### src/rtl/motor_feedback_mc_if.sv
// motor_feedback_mc_if
//   Bundles the encoder pins, clear controls and position/period outputs of
//   motor_feedback_mc. clk and resetn stay plain ports on the module.
//   slave  : the tracker (consumes enc_*/clear_*, drives positions).
//   master : the register file / pin side.
//   Signals:
//     enc_a, enc_b [NUM_CH]      encoder inputs, asynchronous to clk
//     quad_mode                  0 = pulse counting, 1 = x4 quadrature
//     clear_abs [NUM_CH]         per-channel clear of abs_pos/period/err
//     clear_rel, clear_ts        clear all rel_pos / the timestamp
//     abs_pos, rel_pos, pos_diff, period [NUM_CH*CNT_W]
//     err [NUM_CH], count_clk [TS_W]
interface motor_feedback_mc_if #(
    parameter int NUM_CH = 2,
    parameter int CNT_W  = 16,
    parameter int TS_W   = 32
);
    logic [NUM_CH-1:0]       enc_a;
    logic [NUM_CH-1:0]       enc_b;
    logic                    quad_mode;
    logic [NUM_CH-1:0]       clear_abs;
    logic                    clear_rel;
    logic                    clear_ts;
    logic [NUM_CH*CNT_W-1:0] abs_pos;
    logic [NUM_CH*CNT_W-1:0] rel_pos;
    logic [NUM_CH*CNT_W-1:0] pos_diff;
    logic [NUM_CH*CNT_W-1:0] period;
    logic [NUM_CH-1:0]       err;
    logic [TS_W-1:0]         count_clk;

    modport slave (
        input  enc_a, enc_b, quad_mode, clear_abs, clear_rel, clear_ts,
        output abs_pos, rel_pos, pos_diff, period, err, count_clk
    );

    modport master (
        output enc_a, enc_b, quad_mode, clear_abs, clear_rel, clear_ts,
        input  abs_pos, rel_pos, pos_diff, period, err, count_clk
    );
endinterface

### src/rtl/motor_feedback_mc.sv
// motor_feedback_mc
//   Multi-channel encoder position tracker. Each A/B input is resynchronised
//   (SYNC_STAGES flops) and deglitched (FILT_LEN stable samples), then decoded
//   as rising edges of A (pulse mode) or x4 quadrature. Per channel it keeps a
//   wrapping signed abs_pos, a saturating normalised rel_pos, an edge-to-edge
//   period and a sticky illegal-transition flag. A shared timestamp runs freely.
//   Ports:
//     clk     single clock
//     resetn  asynchronous active-low reset
//     bus     motor_feedback_mc_if.slave (encoder pins, clears, outputs)
module motor_feedback_mc #(
    parameter int NUM_CH      = 2,
    parameter int CNT_W       = 16,
    parameter int TS_W        = 32,
    parameter int SYNC_STAGES = 2,
    parameter int FILT_LEN    = 4
) (
    input logic                clk,
    input logic                resetn,
    motor_feedback_mc_if.slave bus
);
    // A inputs occupy [NUM_CH-1:0], B inputs [2*NUM_CH-1:NUM_CH]
    localparam int NSIG = 2 * NUM_CH;
    localparam logic [CNT_W-1:0] ONE = CNT_W'(1);

    logic [SYNC_STAGES-1:0] sync_q [NSIG];
    logic [NSIG-1:0]        raw, syn, flt, filt_q, filt_d;
    logic [3:0]             fcnt_q [NSIG];
    logic [3:0]             fcnt_d [NSIG];

    logic [1:0]        cur [NUM_CH];
    logic [1:0]        prev_q [NUM_CH];
    logic [1:0]        prev_d [NUM_CH];
    logic [NUM_CH-1:0] up_q, up_d, dn_q, dn_d, err_q, err_d, seen_q, seen_d;
    logic [CNT_W-1:0]  abs_q [NUM_CH];
    logic [CNT_W-1:0]  abs_d [NUM_CH];
    logic [CNT_W-1:0]  rel_q [NUM_CH];
    logic [CNT_W-1:0]  rel_d [NUM_CH];
    logic [CNT_W-1:0]  per_q [NUM_CH];
    logic [CNT_W-1:0]  per_d [NUM_CH];
    logic [CNT_W-1:0]  pcnt_q [NUM_CH];
    logic [CNT_W-1:0]  pcnt_d [NUM_CH];
    logic [CNT_W-1:0]  base [NUM_CH];
    logic [TS_W-1:0]   ts_q, ts_d;
    logic              norm;
    logic [CNT_W-1:0]  mn;

    assign raw = {bus.enc_b, bus.enc_a};
    // With FILT_LEN = 0 the synchronised value feeds the decoder directly
    assign flt = (FILT_LEN == 0) ? syn : filt_q;

    always_comb begin
        syn    = '0;
        filt_d = filt_q;
        for (int unsigned k = 0; k < NSIG; k++) begin
            syn[k]    = sync_q[k][SYNC_STAGES-1];
            fcnt_d[k] = '0;
            if (syn[k] != filt_q[k]) begin
                if (fcnt_q[k] == 4'(FILT_LEN - 1)) filt_d[k] = syn[k];
                else                               fcnt_d[k] = fcnt_q[k] + 4'd1;
            end
        end
    end

    always_comb begin
        for (int unsigned i = 0; i < NUM_CH; i++) cur[i] = {flt[i], flt[NUM_CH+i]};
    end

    // Decode stage: registered into up_q/dn_q so the counters see it one cycle
    // later; err is taken at this stage and so flags one cycle ahead of abs_pos.
    always_comb begin
        up_d  = '0;
        dn_d  = '0;
        err_d = err_q;
        for (int unsigned i = 0; i < NUM_CH; i++) begin
            prev_d[i] = cur[i];
            if (bus.quad_mode) begin
                case ({prev_q[i], cur[i]})
                    4'b0001, 4'b0111, 4'b1110, 4'b1000: up_d[i] = 1'b1;
                    4'b0100, 4'b1101, 4'b1011, 4'b0010: dn_d[i] = 1'b1;
                    4'b0011, 4'b1100, 4'b0110, 4'b1001: err_d[i] = 1'b1;
                    default: ;
                endcase
            end else begin
                up_d[i] = cur[i][1] & ~prev_q[i][1];
            end
            if (bus.clear_abs[i]) err_d[i] = 1'b0;
        end
    end

    // Normalisation works from registered rel_pos only
    always_comb begin
        norm = 1'b0;
        mn   = rel_q[0];
        for (int unsigned i = 0; i < NUM_CH; i++) begin
            norm = norm | rel_q[i][CNT_W-1];
            if (rel_q[i] < mn) mn = rel_q[i];
        end
    end

    always_comb begin
        for (int unsigned i = 0; i < NUM_CH; i++) base[i] = norm ? (rel_q[i] - mn) : rel_q[i];
    end

    always_comb begin
        seen_d = seen_q;
        ts_d   = bus.clear_ts ? '0 : ts_q + TS_W'(1);
        for (int unsigned i = 0; i < NUM_CH; i++) begin
            abs_d[i]  = abs_q[i];
            per_d[i]  = per_q[i];
            pcnt_d[i] = (pcnt_q[i] == '1) ? pcnt_q[i] : pcnt_q[i] + ONE;
            rel_d[i]  = base[i];
            if (up_q[i]) begin
                abs_d[i] = abs_q[i] + ONE;
                if (base[i] != '1) rel_d[i] = base[i] + ONE;
            end
            if (dn_q[i]) begin
                abs_d[i] = abs_q[i] - ONE;
                if (base[i] != '0) rel_d[i] = base[i] - ONE;
            end
            if (up_q[i] | dn_q[i]) begin
                pcnt_d[i] = '0;
                seen_d[i] = 1'b1;
                if (seen_q[i]) per_d[i] = (pcnt_q[i] == '1) ? '1 : pcnt_q[i] + ONE;
            end
            if (bus.clear_abs[i]) begin
                abs_d[i]  = '0;
                per_d[i]  = '0;
                pcnt_d[i] = '0;
                seen_d[i] = 1'b0;
            end
            if (bus.clear_rel) rel_d[i] = '0;
        end
    end

    always_ff @(posedge clk or negedge resetn) begin
        if (!resetn) begin
            for (int unsigned k = 0; k < NSIG; k++) begin
                sync_q[k] <= '0;
                fcnt_q[k] <= '0;
            end
            filt_q <= '0;
            for (int unsigned i = 0; i < NUM_CH; i++) begin
                prev_q[i] <= '0;
                abs_q[i]  <= '0;
                rel_q[i]  <= '0;
                per_q[i]  <= '0;
                pcnt_q[i] <= '0;
            end
            up_q   <= '0;
            dn_q   <= '0;
            err_q  <= '0;
            seen_q <= '0;
            ts_q   <= '0;
        end else begin
            for (int unsigned k = 0; k < NSIG; k++) begin
                sync_q[k] <= {sync_q[k][SYNC_STAGES-2:0], raw[k]};
                fcnt_q[k] <= fcnt_d[k];
            end
            filt_q <= filt_d;
            for (int unsigned i = 0; i < NUM_CH; i++) begin
                prev_q[i] <= prev_d[i];
                abs_q[i]  <= abs_d[i];
                rel_q[i]  <= rel_d[i];
                per_q[i]  <= per_d[i];
                pcnt_q[i] <= pcnt_d[i];
            end
            up_q   <= up_d;
            dn_q   <= dn_d;
            err_q  <= err_d;
            seen_q <= seen_d;
            ts_q   <= ts_d;
        end
    end

    always_comb begin
        bus.abs_pos  = '0;
        bus.rel_pos  = '0;
        bus.pos_diff = '0;
        bus.period   = '0;
        for (int unsigned i = 0; i < NUM_CH; i++) begin
            bus.abs_pos[i*CNT_W +: CNT_W]  = abs_q[i];
            bus.rel_pos[i*CNT_W +: CNT_W]  = rel_q[i];
            bus.pos_diff[i*CNT_W +: CNT_W] = rel_q[i] - rel_q[0];
            bus.period[i*CNT_W +: CNT_W]   = per_q[i];
        end
        bus.err       = err_q;
        bus.count_clk = ts_q;
    end
endmodule
### src/flat_wrapper.sv
// flat-port wrapper written by rule: the top's interface ports become plain ports
module motor_feedback_mc_flat 
#(
    parameter int NUM_CH      = 2,
    parameter int CNT_W       = 16,
    parameter int TS_W        = 32,
    parameter int SYNC_STAGES = 2,
    parameter int FILT_LEN    = 4
)
  (clk, resetn, bus_enc_a, bus_enc_b, bus_quad_mode, bus_clear_abs, bus_clear_rel, bus_clear_ts, bus_abs_pos, bus_rel_pos, bus_pos_diff, bus_period, bus_err, bus_count_clk);
  motor_feedback_mc_if #(.NUM_CH(NUM_CH), .CNT_W(CNT_W), .TS_W(TS_W)) bus_i ();
  input logic clk;
  input logic resetn;
  input wire logic [$bits(bus_i.enc_a)-1:0] bus_enc_a;
  input wire logic [$bits(bus_i.enc_b)-1:0] bus_enc_b;
  input wire logic [$bits(bus_i.quad_mode)-1:0] bus_quad_mode;
  input wire logic [$bits(bus_i.clear_abs)-1:0] bus_clear_abs;
  input wire logic [$bits(bus_i.clear_rel)-1:0] bus_clear_rel;
  input wire logic [$bits(bus_i.clear_ts)-1:0] bus_clear_ts;
  output wire logic [$bits(bus_i.abs_pos)-1:0] bus_abs_pos;
  output wire logic [$bits(bus_i.rel_pos)-1:0] bus_rel_pos;
  output wire logic [$bits(bus_i.pos_diff)-1:0] bus_pos_diff;
  output wire logic [$bits(bus_i.period)-1:0] bus_period;
  output wire logic [$bits(bus_i.err)-1:0] bus_err;
  output wire logic [$bits(bus_i.count_clk)-1:0] bus_count_clk;
  assign bus_i.enc_a = bus_enc_a;
  assign bus_i.enc_b = bus_enc_b;
  assign bus_i.quad_mode = bus_quad_mode;
  assign bus_i.clear_abs = bus_clear_abs;
  assign bus_i.clear_rel = bus_clear_rel;
  assign bus_i.clear_ts = bus_clear_ts;
  assign bus_abs_pos = bus_i.abs_pos;
  assign bus_rel_pos = bus_i.rel_pos;
  assign bus_pos_diff = bus_i.pos_diff;
  assign bus_period = bus_i.period;
  assign bus_err = bus_i.err;
  assign bus_count_clk = bus_i.count_clk;
  motor_feedback_mc #(.NUM_CH(NUM_CH), .CNT_W(CNT_W), .TS_W(TS_W), .SYNC_STAGES(SYNC_STAGES), .FILT_LEN(FILT_LEN)) u_core (.clk(clk), .resetn(resetn), .bus(bus_i));
endmodule
### config.mk
export PLATFORM = sky130hd
export DESIGN_NAME = motor_feedback_mc_flat
export DESIGN_NICKNAME = d
export VERILOG_FILES = /design/src/rtl/motor_feedback_mc_if.sv /design/src/rtl/motor_feedback_mc.sv /design/src/flat_wrapper.sv
export SDC_FILE = /design/constraint.sdc
export NUM_CORES = 1
export LEC_CHECK = 0
export ABC_CLOCK_PERIOD_IN_PS = 8300
export BUFFER_PORTS_ARGS = -buffer_cell sky130_fd_sc_hd__buf_2
export CAP_MARGIN = 10
export CORE_ASPECT_RATIO = 0.8
export CORE_MARGIN = 10
export CORE_UTILIZATION = 60
export CTS_CLUSTER_DIAMETER = 100
export DETAILED_ROUTE_END_ITERATION = 16
export GPL_TIMING_DRIVEN = 0
export PLACE_DENSITY = 0.82
export SLEW_MARGIN = 25
export SYNTH_ARGS = -nofsm -noshare
export SYNTH_HDL_FRONTEND = slang
export SYNTH_SLANG_ARGS = --single-unit
### constraint.sdc
create_clock -name clk -period 8.3 [get_ports clk]
set_clock_uncertainty 0.05 [all_clocks]
set_input_delay 0 -clock clk [delete_from_list [all_inputs] [get_ports clk]]
set_output_delay 0 -clock clk [all_outputs]
set_load 0.02 [all_outputs]
# Word level (Yosys, flattened, before mapping)
# Cells that the tools add are included.
dict set report classes {
  add_sub_neg 19
  reduce_logical 26
  n_mux 60
  bitwise_logic 7
  eq_ne 38
  n_lt_le_gt_ge 1
}
# operator count
set ops {}
lappend ops {{16-bit two-way mux} 33}
lappend ops {{16-bit by 1-bit adder with 16-bit output, second input constant} 6}
lappend ops {{16-bit by 1-bit subtractor with 16-bit output, second input constant} 4}
lappend ops {{16-bit subtractor} 4}
lappend ops {{4-bit == test, second input constant} 12}
lappend ops {{32-bit by 1-bit adder with 32-bit output, second input constant} 1}
lappend ops {{16-bit == test, second input constant} 2}
lappend ops {{4-bit by 2-bit == test with 1-bit output, second input constant} 8}
lappend ops {{32-bit two-way mux} 1}
lappend ops {{4-bit two-way mux} 8}
lappend ops {{16-bit inequality test, second input constant} 2}
lappend ops {{16-bit nonzero test} 2}
lappend ops {{4-bit by 3-bit == test with 1-bit output, second input constant} 6}
lappend ops {{4-bit OR reduction} 6}
lappend ops {{1-bit two-way mux} 18}
lappend ops {{4-bit by 1-bit adder with 4-bit output, second input constant} 4}
lappend ops {{16-bit less-than comparator} 1}
lappend ops {{2-bit AND reduction} 8}
lappend ops {{2-bit nonzero test} 8}
lappend ops {{4-bit by 1-bit == test with 1-bit output, second input constant} 2}
lappend ops {{3-bit nonzero test} 2}
lappend ops {{1-bit inequality test} 4}
lappend ops {{3-bit by 2-bit inequality test with 1-bit output, second input constant} 1}
lappend ops {{3-bit inequality test, second input constant} 1}
lappend ops {{other kinds (3)} 7}
dict set report totals {
  output_inout_bits 162
  regBits 200
  word_cells 180
  input_bits 11
}

# Logic depth before layout (Yosys ltp)
# Gate-level depths: netlist of run 1.
dict set report depth {
  ltp_word 10
  ltp_mapped 29
  depth_no_buf 24
}

# Worst setup path after synthesis of run 1
# Ideal clock, no wire load.
dict set report synth_timing {
  kind {register to register}
  start {register u_core.rel_q, in the netlist u_core.bus.rel_pos[9]}
  end {register u_core.rel_q, in the netlist u_core.bus.rel_pos[27]}
  period_less_slack_ns 6.913
  required_time_ns 8.114
  stages_incl_launch_ff 29
  setup_time_ns 0.136
  arrival_ns 6.728
  setup_slack_ns 1.387
  path_buffers 6
  cell_sequence {dfrtp_1 -> clkbuf_1 -> inv_1 -> ha_1 -> a21oi_1 -> nor3_2 -> or4_4 -> nor2_2 -> buf_2 -> buf_2 -> buf_1 -> nand2_1 -> o21ai_0 -> ha_1 -> clkbuf_1 -> inv_1 -> ha_1 -> o211ai_2 -> o211ai_1 -> a221o_1 -> o311a_1 -> or4_1 -> nor4_4 -> nand4b_2 -> o31a_1 -> buf_6 -> nor4_2 -> o21ai_0 -> nor3b_1}
}
# element line
set synth_lines {}
lappend synth_lines {{from (decl)} motor_feedback_mc.sv:37} ;# logic [CNT_W-1:0] rel_q [NUM_CH];
lappend synth_lines {{from (signal, indexed assignment)} motor_feedback_mc.sv:164} ;# rel_q[i] <= rel_d[i];

==> results of run 1 <==
synthesized netlist by cell type, types with 7 or more instances:
library cell    n
nor3_1         57
o21bai_1       14
nand4_1        21
buf_1          10
nand3b_1       12
o2111ai_1      11
and3_1         25
nand2b_1       33
a211o_1         8
o31a_1          9
mux2i_1        20
a211oi_1       15
ha_1           70
inv_1          64
nor2b_1        31
nor2_1        159
or2_2           9
o211ai_1       16
a31oi_1        22
buf_2          26
xor2_1         66
a21oi_1       164
o22ai_1         7
or3_1          29
xnor2_1        70
o31ai_1        11
nand2_1       167
nor3b_1         8
nor4_1         10
a21o_1         41
o21ai_0        61
o21a_1          9
clkbuf_1       56
buf_4          18
nand3_1        71
a311o_1         7
and4_1          7
dfrtp_1       200
worst max-delay path by stage:
stage                                start                endpoint  slack, ns
global route         u_core.bus.rel_pos[5]  u_core.bus.rel_pos[20]      -0.01
detailed placement   u_core.bus.rel_pos[9]  u_core.bus.rel_pos[24]      -0.84
finish               u_core.bus.rel_pos[5]  u_core.bus.rel_pos[19]       0.22
global placement     u_core.bus.rel_pos[9]  u_core.bus.rel_pos[24]      -0.87
floorplan            u_core.bus.rel_pos[9]  u_core.bus.rel_pos[27]       1.39
CTS                 u_core.bus.rel_pos[31]  u_core.bus.rel_pos[19]       0.15
critical path, stage by stage, from the launching register on:
cell      delay, ns
dfrtp_1        0.41
buf_2          0.23
inv_1          0.15
ha_1           0.37
a21o_1         0.21
or3_4          0.34
o211a_1        0.28
nor2_4         0.24
clkbuf_4       0.30
clkbuf_4       0.25
clkbuf_4       0.27
o21ai_0        0.15
ha_1           0.23
buf_2          0.23
inv_1          0.15
ha_1           0.44
o211ai_2       0.13
buf_4          0.18
a21oi_1        0.46
nor4_2         0.15
or3b_2         0.52
nand3_1        0.10
nand3_1        0.32
or2_2          0.47
o41ai_4        0.70
nor3_1         0.12
or3_1          0.34
a21oi_1        0.16
state kept, by name (all words and copies together) (netlist names), 16 cells and up:
signal	cells
u_core.bus.rel_pos	32
u_core.bus.abs_pos	32
u_core.bus.period	32
u_core.pcnt_q	32
u_core.fcnt_q	16
u_core.bus.count_clk	32
metrics by stage:
step           hold WS, ns  power, uW
2_1_floorplan       -0.346       5010
3_3_place_gp        0.0588       6400
3_5_place_dp        -0.173       6480
4_1_cts             0.0248       7410
5_1_grt             0.0677       8130
6_report            0.0435       7650
layout make-up:
class                           count  area, um2
Multi-Input combinational cell   1445       9540
Fill cell                        2012       7810
Sequential cell                   200       5010
Timing Repair Buffer              170        971
Buffer                            112        563
Clock buffer                       18        439
Tap cell                          324        405
Inverter                           64        240
Clock inverter                     14        198
Antenna cell                        1       2.50
per-layer routing:
layer / vias to the layer above / track usage (%)
met5: - / 0
met3: 85 / 11.2
met1: 7395 / 41.8
met4: 0 / 8.89
met2: 685 / 47.0
li1: 6961 / -
power by group through the flow:
stage | Sequential [uW] | Combinational, uW | Clock, uW
3_3_place_gp | 1360 | 5040 | 0
6_report | 1380 | 5390 | 885
2_1_floorplan | 1420 | 3590 | 0
5_1_grt | 1400 | 5800 | 933
4_1_cts | 1360 | 5160 | 895
3_5_place_dp | 1370 | 5110 | 0
cells by family after synthesis:
| logic type | share of synthesized area [%] |
|---|---|
| flip-flops | 32.8 |
| XOR/XNOR | 7.81 |
| adder cells (fa/ha/maj) | 6.34 |
| AO/OA/AOI/OAI | 22.7 |
| AND/OR/NAND/NOR | 23.3 |
| other | 0.0246 |
| buffers and inverters | 5.26 |
| multiplexers | 1.75 |
timing repair:
item | 4_1_cts | 5_1_grt
setup buffers | 0 | 4
endpoints found under the setup margin | 32 | 30
hold buffers | 9 | 0
pin swaps | 0 | 5
hold endpoints to repair | 214 | 0
resized for setup | 5 | 12
==> impl_metrics.yaml, run 1 <==
logic_synthesis:
  synthFlopType: "dfrtp_1"
  synth_area_leaders: "dfrtp_1 (33%), ha_1 (5.7%), a21oi_1 (5.4%)"
  ys_seq_area_share_pct: 32.8
  yosysWarnings: 0
  async_reset_ff_share_pct: 100
  syn_area_per_cell_um2: 8.43
  synth.distinct_cells: 105
  synth_area_um2: 15300
  synth-seq-cells: 200
  synth.top_cell.area_share_pct: 32.8
  synth-edff-count: 0
  synth_top_cell_by_area: "dfrtp_1"
  syn_inst: 1809
layout:
  fin_area_um2: 17400
  layout_common_cells: "dfrtp_1 (197), buf_2 (179), nand2_1 (167)"
  area_growth_pct: 13.9
  final_util_pct: 69.0
  layout.nets: 2094
  final_common_cell: "dfrtp_1"
  layout-drive-gt1-share_pct: 15.2
  fin_cells: 2348
die:
  core_region_area_um2: 25200
  die_h_um: 163
  num_rows: 52
  io-pin-count: 173
  start_util_pct: 60.6
  die_w_um: 198
  dieArea_um2: 32200
place:
  io_buffers: 155
  pre_cts_ws_ns: -0.842
  globalplace.congestion: 1.03
  placed_cell_area_um2: 16600
  hpwl_um: 39200
  placedCellCount: 2305
global_route:
  grt_use_total_pct: 31.3
  grt_overflow: 0
  grt_pass1_vias: 14600
  antenna_found_initial: 1
  grt_pass1_wl_um: 80400
  grt_max_degree: 90
pwr:
  p_int_uw: 3440
  ir_worst_vdd_v: 0.000239
  leakage_uw: 0.00803
  p_comb_share_pct: 70.4
  power_density_nw_per_um2: 441
  switching_share_pct: 55.0
  pwr-share-seq_pct: 18.0
  power_switching_uw: 4210
  power.share.clock_pct: 11.6
drt:
  drtPass1Iterations: 6
  drt_iter0_markers: 1643
  dr.max_layer_used: "met4"
  dr_wl_met3_um: 5980
  detail-route-antenna-nets: 0
  routedWlPerCell_um: 21.9
  drt-met1-wl_um: 21600
  met2_length_um: 22700
  viasPerCell: 6.44
  via_count: 15100
  drc: 0
  wl_um: 51300
worst_setup_path:
  worstSetupStartpointType: "register"
  r2r_cells: 27
  rr_endpoint: "u_core.bus.rel_pos[19]"
  crit_type: "register to register"
  worstSetupEndpointType: "register"
  arrival_ns: 8.41
  reg2reg_from: "u_core.bus.rel_pos[5]"
  rrSetupSlack_ns: 0.22
  critPathRequiredTime_ns: 8.62
  cp_max_fo: 10
sta:
  max_freq_ghz: 0.124
  slew_headroom_pct: 34.3
  finalCritPeriodShare_pct: 97.4
  setup_ws_ns: 0.218
  max_slew.worst_pin.slew_ns: 0.985
  slew_violations: 0
  period_minus_slack_ns: 8.08
  hold_viol: 0
  setup_violations: 0
  fin_tns_setup_ns: 0
cts:
  cts_tree: "done"
  clk_pin_slew_ns: 0.08
  cts_buffer_depth: 2
  clk_latency_ns: 0.46
  root_buffer: "clkbuf_16"
  cts_inserted_buffers: 17
  clock-sinks: 200
  cts-htree-levels: 4
worst_hold_path:
  hold-path-cell-count: 4
  holdCritPathClass: "input port to register"
  hold-path-endpoint: "u_core.pcnt_q[23]"
  min_from: "bus_clear_abs[0]"
outcome:
  status: "completed"
job:
  cap_violations: 0
Power figures use the tool's default switching activity.
==> inputs of run 2 (changes only) <==
- ABC_CLOCK_PERIOD_IN_PS: 8300 -> 7640
- clock period: 8.3 -> 7.64 ns (I/O delays scaled with it)
==> run 2 against run 1 <==
  * Flip-flop and latch count stayed put
  * Hold slack better by 0.0026 ns
  * First-iteration DRC count is 10% higher
  * Final area is 1.0% higher
  * Power is 10% higher
  * Worst setup slack worse by 0.015 ns
==> impl_metrics.yaml, run 2 (synthesis gave the netlist of run 1 again) <==
pwr:
  pwr-share-seq_pct: 17.7
  leakage_uw: 0.00810
  switching_share_pct: 54.9
  p_int_uw: 3810
  power_switching_uw: 4640
  ir_worst_vdd_v: 0.000262
  power.share.clock_pct: 11.4
  power_density_nw_per_um2: 481
  p_comb_share_pct: 70.8
drt:
  wl_um: 51800
  routedWlPerCell_um: 21.9
  viasPerCell: 6.43
  drtPass1Iterations: 8
  drt_iter0_markers: 1815
  via_count: 15200
  detail-route-antenna-nets: 0
  drc: 0
worst_setup_path:
  crit_top_cell: "clkbuf_4"
  max_stage_delay_ns: 0.62
  critPathRequiredTime_ns: 7.97
  rr_endpoint: "u_core.bus.rel_pos[19]"
  r2r_cells: 28
  crit_type: "register to register"
  worstSetupStartpointType: "register"
  cp_max_fo: 10
  reg2reg_from: "u_core.bus.rel_pos[5]"
  worstSetupEndpointType: "register"
  crit_path_top_delay_cell: "or4b_1"
  arrival_ns: 7.77
  rrSetupSlack_ns: 0.20
cts:
  cts_tree: "done"
  clk_pin_slew_ns: 0.09
  clk_latency_ns: 0.46
  cts_inserted_buffers: 17
  root_buffer: "clkbuf_16"
  cts_buffer_depth: 2
  clock-sinks: 200
  cts-htree-levels: 4
job:
  cap_violations: 0
place:
  hpwl_um: 39200
  io_buffers: 155
  globalplace.congestion: 1.03
  placed_cell_area_um2: 16600
sta:
  slew_violations: 0
  hold_viol: 0
  period_minus_slack_ns: 7.44
  setup_violations: 0
  finalCritPeriodShare_pct: 97.4
  max_slew.worst_pin.slew_ns: 1.02
  fin_tns_setup_ns: 0
  max_freq_ghz: 0.134
  slew_headroom_pct: 31.8
layout:
  num_antenna_cells: 0
  final_common_cell: "dfrtp_1"
  layout-drive-gt1-share_pct: 16.0
  layout_common_cells: "dfrtp_1 (197), buf_2 (177), nand2_1 (167)"
  area_growth_pct: 15.0
  fin_area_um2: 17500
  layout.nets: 2106
global_route:
  grt_use_total_pct: 31.5
  grt_max_degree: 90
  grt_pass1_vias: 14700
  grt_pass1_wl_um: 80700
  antenna_found_initial: 0
  grt_overflow: 0
worst_hold_path:
  holdCritPathClass: "input port to asynchronous set/reset pin"
die:
  num_rows: 52
  io-pin-count: 173
  die_w_um: 198
  start_util_pct: 60.6
  core_region_area_um2: 25200
  dieArea_um2: 32200
  die_h_um: 163
outcome:
  status: "completed"
run 2: worst max path at each step:
stage / end / cells past startpoint / from / slack (ns)
final: u_core.bus.rel_pos[19] / 28 / u_core.bus.rel_pos[5] / 0.20
after global routing: u_core.bus.rel_pos[27] / 28 / u_core.bus.rel_pos[5] / -0.008
after CTS: u_core.bus.rel_pos[27] / 28 / u_core.bus.rel_pos[5] / 0.04
after detailed placement: u_core.bus.rel_pos[24] / 28 / u_core.bus.rel_pos[9] / -1.50
after global placement: u_core.bus.rel_pos[24] / 28 / u_core.bus.rel_pos[9] / -1.53
after floorplan: u_core.bus.rel_pos[27] / 28 / u_core.bus.rel_pos[9] / 0.73
run 2: area by class of cell:
class	instances	area (um2)
inverter	64	240
sequential	200	5010
clock buffer	18	439
buffer	112	576
clock inverter	14	198
multi-input combinational	1445	9620
fill	1995	7630
tap	324	405
timing repair buffer	182	1060
run 2: timing repair:
| item | 4_1_cts | 5_1_grt |
|---|---|---|
| hold buffers | 9 | 0 |
| pin swaps | 4 | 7 |
| resized for setup | 12 | 22 |
| hold endpoints to repair | 214 | 0 |
| gates cloned | 0 | 0 |
| endpoints found under the setup margin | 32 | 32 |
| buffers inserted | 5 | 11 |
run 2: routing by layer:
layer | wire length, um | vias up | part of all wire, % | global-route usage, %
met4 | 1140 | 0 | 2.2 | 9.38
met2 | 22700 | 767 | 44 | 47.2
met3 | 6150 | 96 | 12 | 10.7
li1 | - | 6986 | - | -
met5 | 0 | - | 0 | 0
met1 | 21800 | 7330 | 42 | 42.2
run 2: worst max-delay path: cells and delay by family (launching register included):
| family | cells | cell delay [ns] |
|---|---|---|
| simple gates | 8 | 2.30 |
| compound gates | 9 | 2.17 |
| buf+inv | 8 | 1.52 |
| fa+ha+maj | 3 | 0.89 |
| flops | 1 | 0.41 |
run 2: power by group through the flow:
stage                     clock network, uW  registers, uW  logic, uW
after floorplan                           0           1550       3900
after global placement                    0           1480       5470
after detailed placement                  0           1490       5550
after CTS                               972           1480       5640
after global routing                   1010           1520       6430
final                                   965           1500       5980
run 2: per-stage QoR:
stage                     power [uW]  utilization (%)  std cells  hold slack (ns)  setup slack (ns)
after floorplan                 5450                -       1824           -0.346             0.727
after global placement          6950             65.5       2303           0.0588             -1.53
after detailed placement        7040             65.8       2305           -0.173             -1.50
after CTS                       8100             68.9       2348           0.0248            0.0351
after global routing            8960             69.7       2359           0.0660          -0.00846
final                           8450             69.7       2359           0.0460             0.202
==> inputs of run 3 (changes only) <==
- CORE_UTILIZATION: 60 -> 50
- HOLD_SLACK_MARGIN: not set -> 0.08
- PLACE_DENSITY: 0.82 -> 0.7
==> run 3 against run 2 <==
  * Clock power fell by 4.4%
  * Largest power group unchanged
  * Global-route usage shrank 6.0 points
  * Combinational power fell by 2%
  * Critical path type unchanged
  * Wire length down 3.5%
  * Critical endpoint is now u_core.bus.rel_pos[21]
  * Worst setup slack better by 0.0040 ns
  * Hold slack better by 0.058 ns
==> impl_metrics.yaml, run 3 (synthesis gave the netlist of run 1 again) <==
sta:
  slew_headroom_pct: 37.7
  hold_viol: 0
  finalCritPeriodShare_pct: 97.3
  max_freq_ghz: 0.135
  fin_tns_setup_ns: 0
  slew_violations: 0
  setup_violations: 0
  max_slew.worst_pin.slew_ns: 0.921
  period_minus_slack_ns: 7.43
  rsz0062_at_grt: "no"
  setup_ws_ns: 0.206
worst_setup_path:
  rr_endpoint: "u_core.bus.rel_pos[21]"
  critPathRequiredTime_ns: 7.95
  worstSetupEndpointType: "register"
  r2r_cells: 27
  worstSetupStartpointType: "register"
  cp_max_fo: 10
  reg2reg_from: "u_core.bus.rel_pos[5]"
  crit_type: "register to register"
  arrival_ns: 7.75
  rrSetupSlack_ns: 0.21
die:
  io-pin-count: 173
  die_h_um: 176
  core_region_area_um2: 30200
  die_w_um: 215
  start_util_pct: 50.5
  dieArea_um2: 37900
  num_rows: 57
pwr:
  leakage_uw: 0.00806
  power_density_nw_per_um2: 472
  ir_worst_vdd_v: 0.000223
cts:
  cts_inserted_buffers: 17
  cts-htree-levels: 4
  cts_tree: "done"
  root_buffer: "clkbuf_16"
  cts_buffer_depth: 2
  clk_pin_slew_ns: 0.08
  clk_latency_ns: 0.45
  clock-sinks: 200
layout:
  final_common_cell: "dfrtp_1"
  num_antenna_cells: 0
  layout.nets: 2106
  layout_common_cells: "dfrtp_1 (197), buf_2 (179), nand2_1 (167)"
  layout-drive-gt1-share_pct: 15.9
  area_growth_pct: 15.2
  fillers: 2750
global_route:
  antenna_found_initial: 0
  grt_use_total_pct: 25.5
  grt_pass1_wl_um: 78400
  grt_overflow: 0
  grt_pass1_vias: 14200
  grt_max_degree: 90
drt:
  wl_um: 50000
  drtPass1Iterations: 8
  via_count: 14900
  drc: 0
  routedWlPerCell_um: 20.4
  drt_iter0_markers: 1584
  viasPerCell: 6.09
  detail-route-antenna-nets: 0
outcome:
  status: "completed"
place:
  io_buffers: 155
  globalplace.congestion: 0.965
  pre_cts_ws_ns: -1.29
  hpwl_um: 38500
worst_hold_path:
  holdCritPathClass: "input port to asynchronous set/reset pin"
job:
  cap_violations: 0
[run 3: what timing repair did]
item,CTS,global route
gates resized for setup,13,16
endpoints found under the setup margin,32,31
hold buffers,11,0
pin swaps,3,8
hold endpoints to repair,169,0
buffers inserted,4,10
[run 3: layout make-up]
class	count	area, um2	share of cell area (%)
clock inverter	14	164	0.933
sequential	200	5010	28.5
buffer	112	566	3.22
clock buffer	17	425	2.42
timing repair buffer	182	1050	5.98
inverter	64	240	1.37
tap	413	517	2.94
multi-input combinational	1445	9600	54.6
[run 3: per-stage QoR]
stage / power (uW) / util [%] / instances / cell area, um2 / hold WS, ns
6_report: 8290 / 58.1 / 2447 / 17600 / 0.104
5_1_grt: 8840 / 58.1 / 2447 / 17600 / 0.130
4_1_cts: 8050 / 57.6 / 2437 / 17400 / 0.116
3_5_place_dp: 7030 / 55.1 / 2394 / 16700 / -0.196
3_3_place_gp: 6960 / 54.9 / 2392 / 16600 / 0.0593
2_1_floorplan: 5450 / - / 1824 / 15300 / -0.346
[run 3: worst max path at each step]
stage,from,end,slack (ns),cells after the start
after CTS,u_core.bus.rel_pos[5],u_core.bus.rel_pos[29],0.04,28
final,u_core.bus.rel_pos[5],u_core.bus.rel_pos[21],0.21,27
after global placement,u_core.bus.rel_pos[9],u_core.bus.rel_pos[29],-1.37,28
after global routing,u_core.bus.rel_pos[5],u_core.bus.rel_pos[21],0.007,27
after detailed placement,u_core.bus.rel_pos[9],u_core.bus.rel_pos[29],-1.29,28
after floorplan,u_core.bus.rel_pos[9],u_core.bus.rel_pos[27],0.73,28
[run 3: power breakdown]
part	internal (uW)	switching (uW)	total, uW
combinational	2070	3820	5880
sequential	1240	249	1490
clock	465	458	923
[run 3: critical path, stage by stage (launching register included)]
cell and delay [ns]:
dfrtp_1 0.38, buf_2 0.21, inv_1 0.16, ha_1 0.37, a21o_1 0.21, or3_4 0.34, o211a_1 0.31, nor2_4 0.18
buf_4 0.24, buf_4 0.24, buf_4 0.23, nand2_1 0.07, o21ai_0 0.12, ha_1 0.24, clkbuf_4 0.23, inv_1 0.11
ha_2 0.28, o2111ai_1 0.24, o311a_1 0.22, a221o_1 0.17, o311ai_1 0.28, or4b_4 0.63, or3_1 0.36, buf_2 0.18
o41a_1 0.51, and4_1 0.26, or3_1 0.33, a21oi_1 0.18
[run 3: layer usage]
| layer | wire [um] | track usage [%] | share of wire (%) |
|---|---|---|---|
| met2 | 22000 | 39.1 | 44 |
| met5 | 0 | 0 | 0 |
| met3 | 5270 | 7.56 | 11 |
| met4 | 758 | 5.80 | 1.5 |
| met1 | 22000 | 34.7 | 44 |
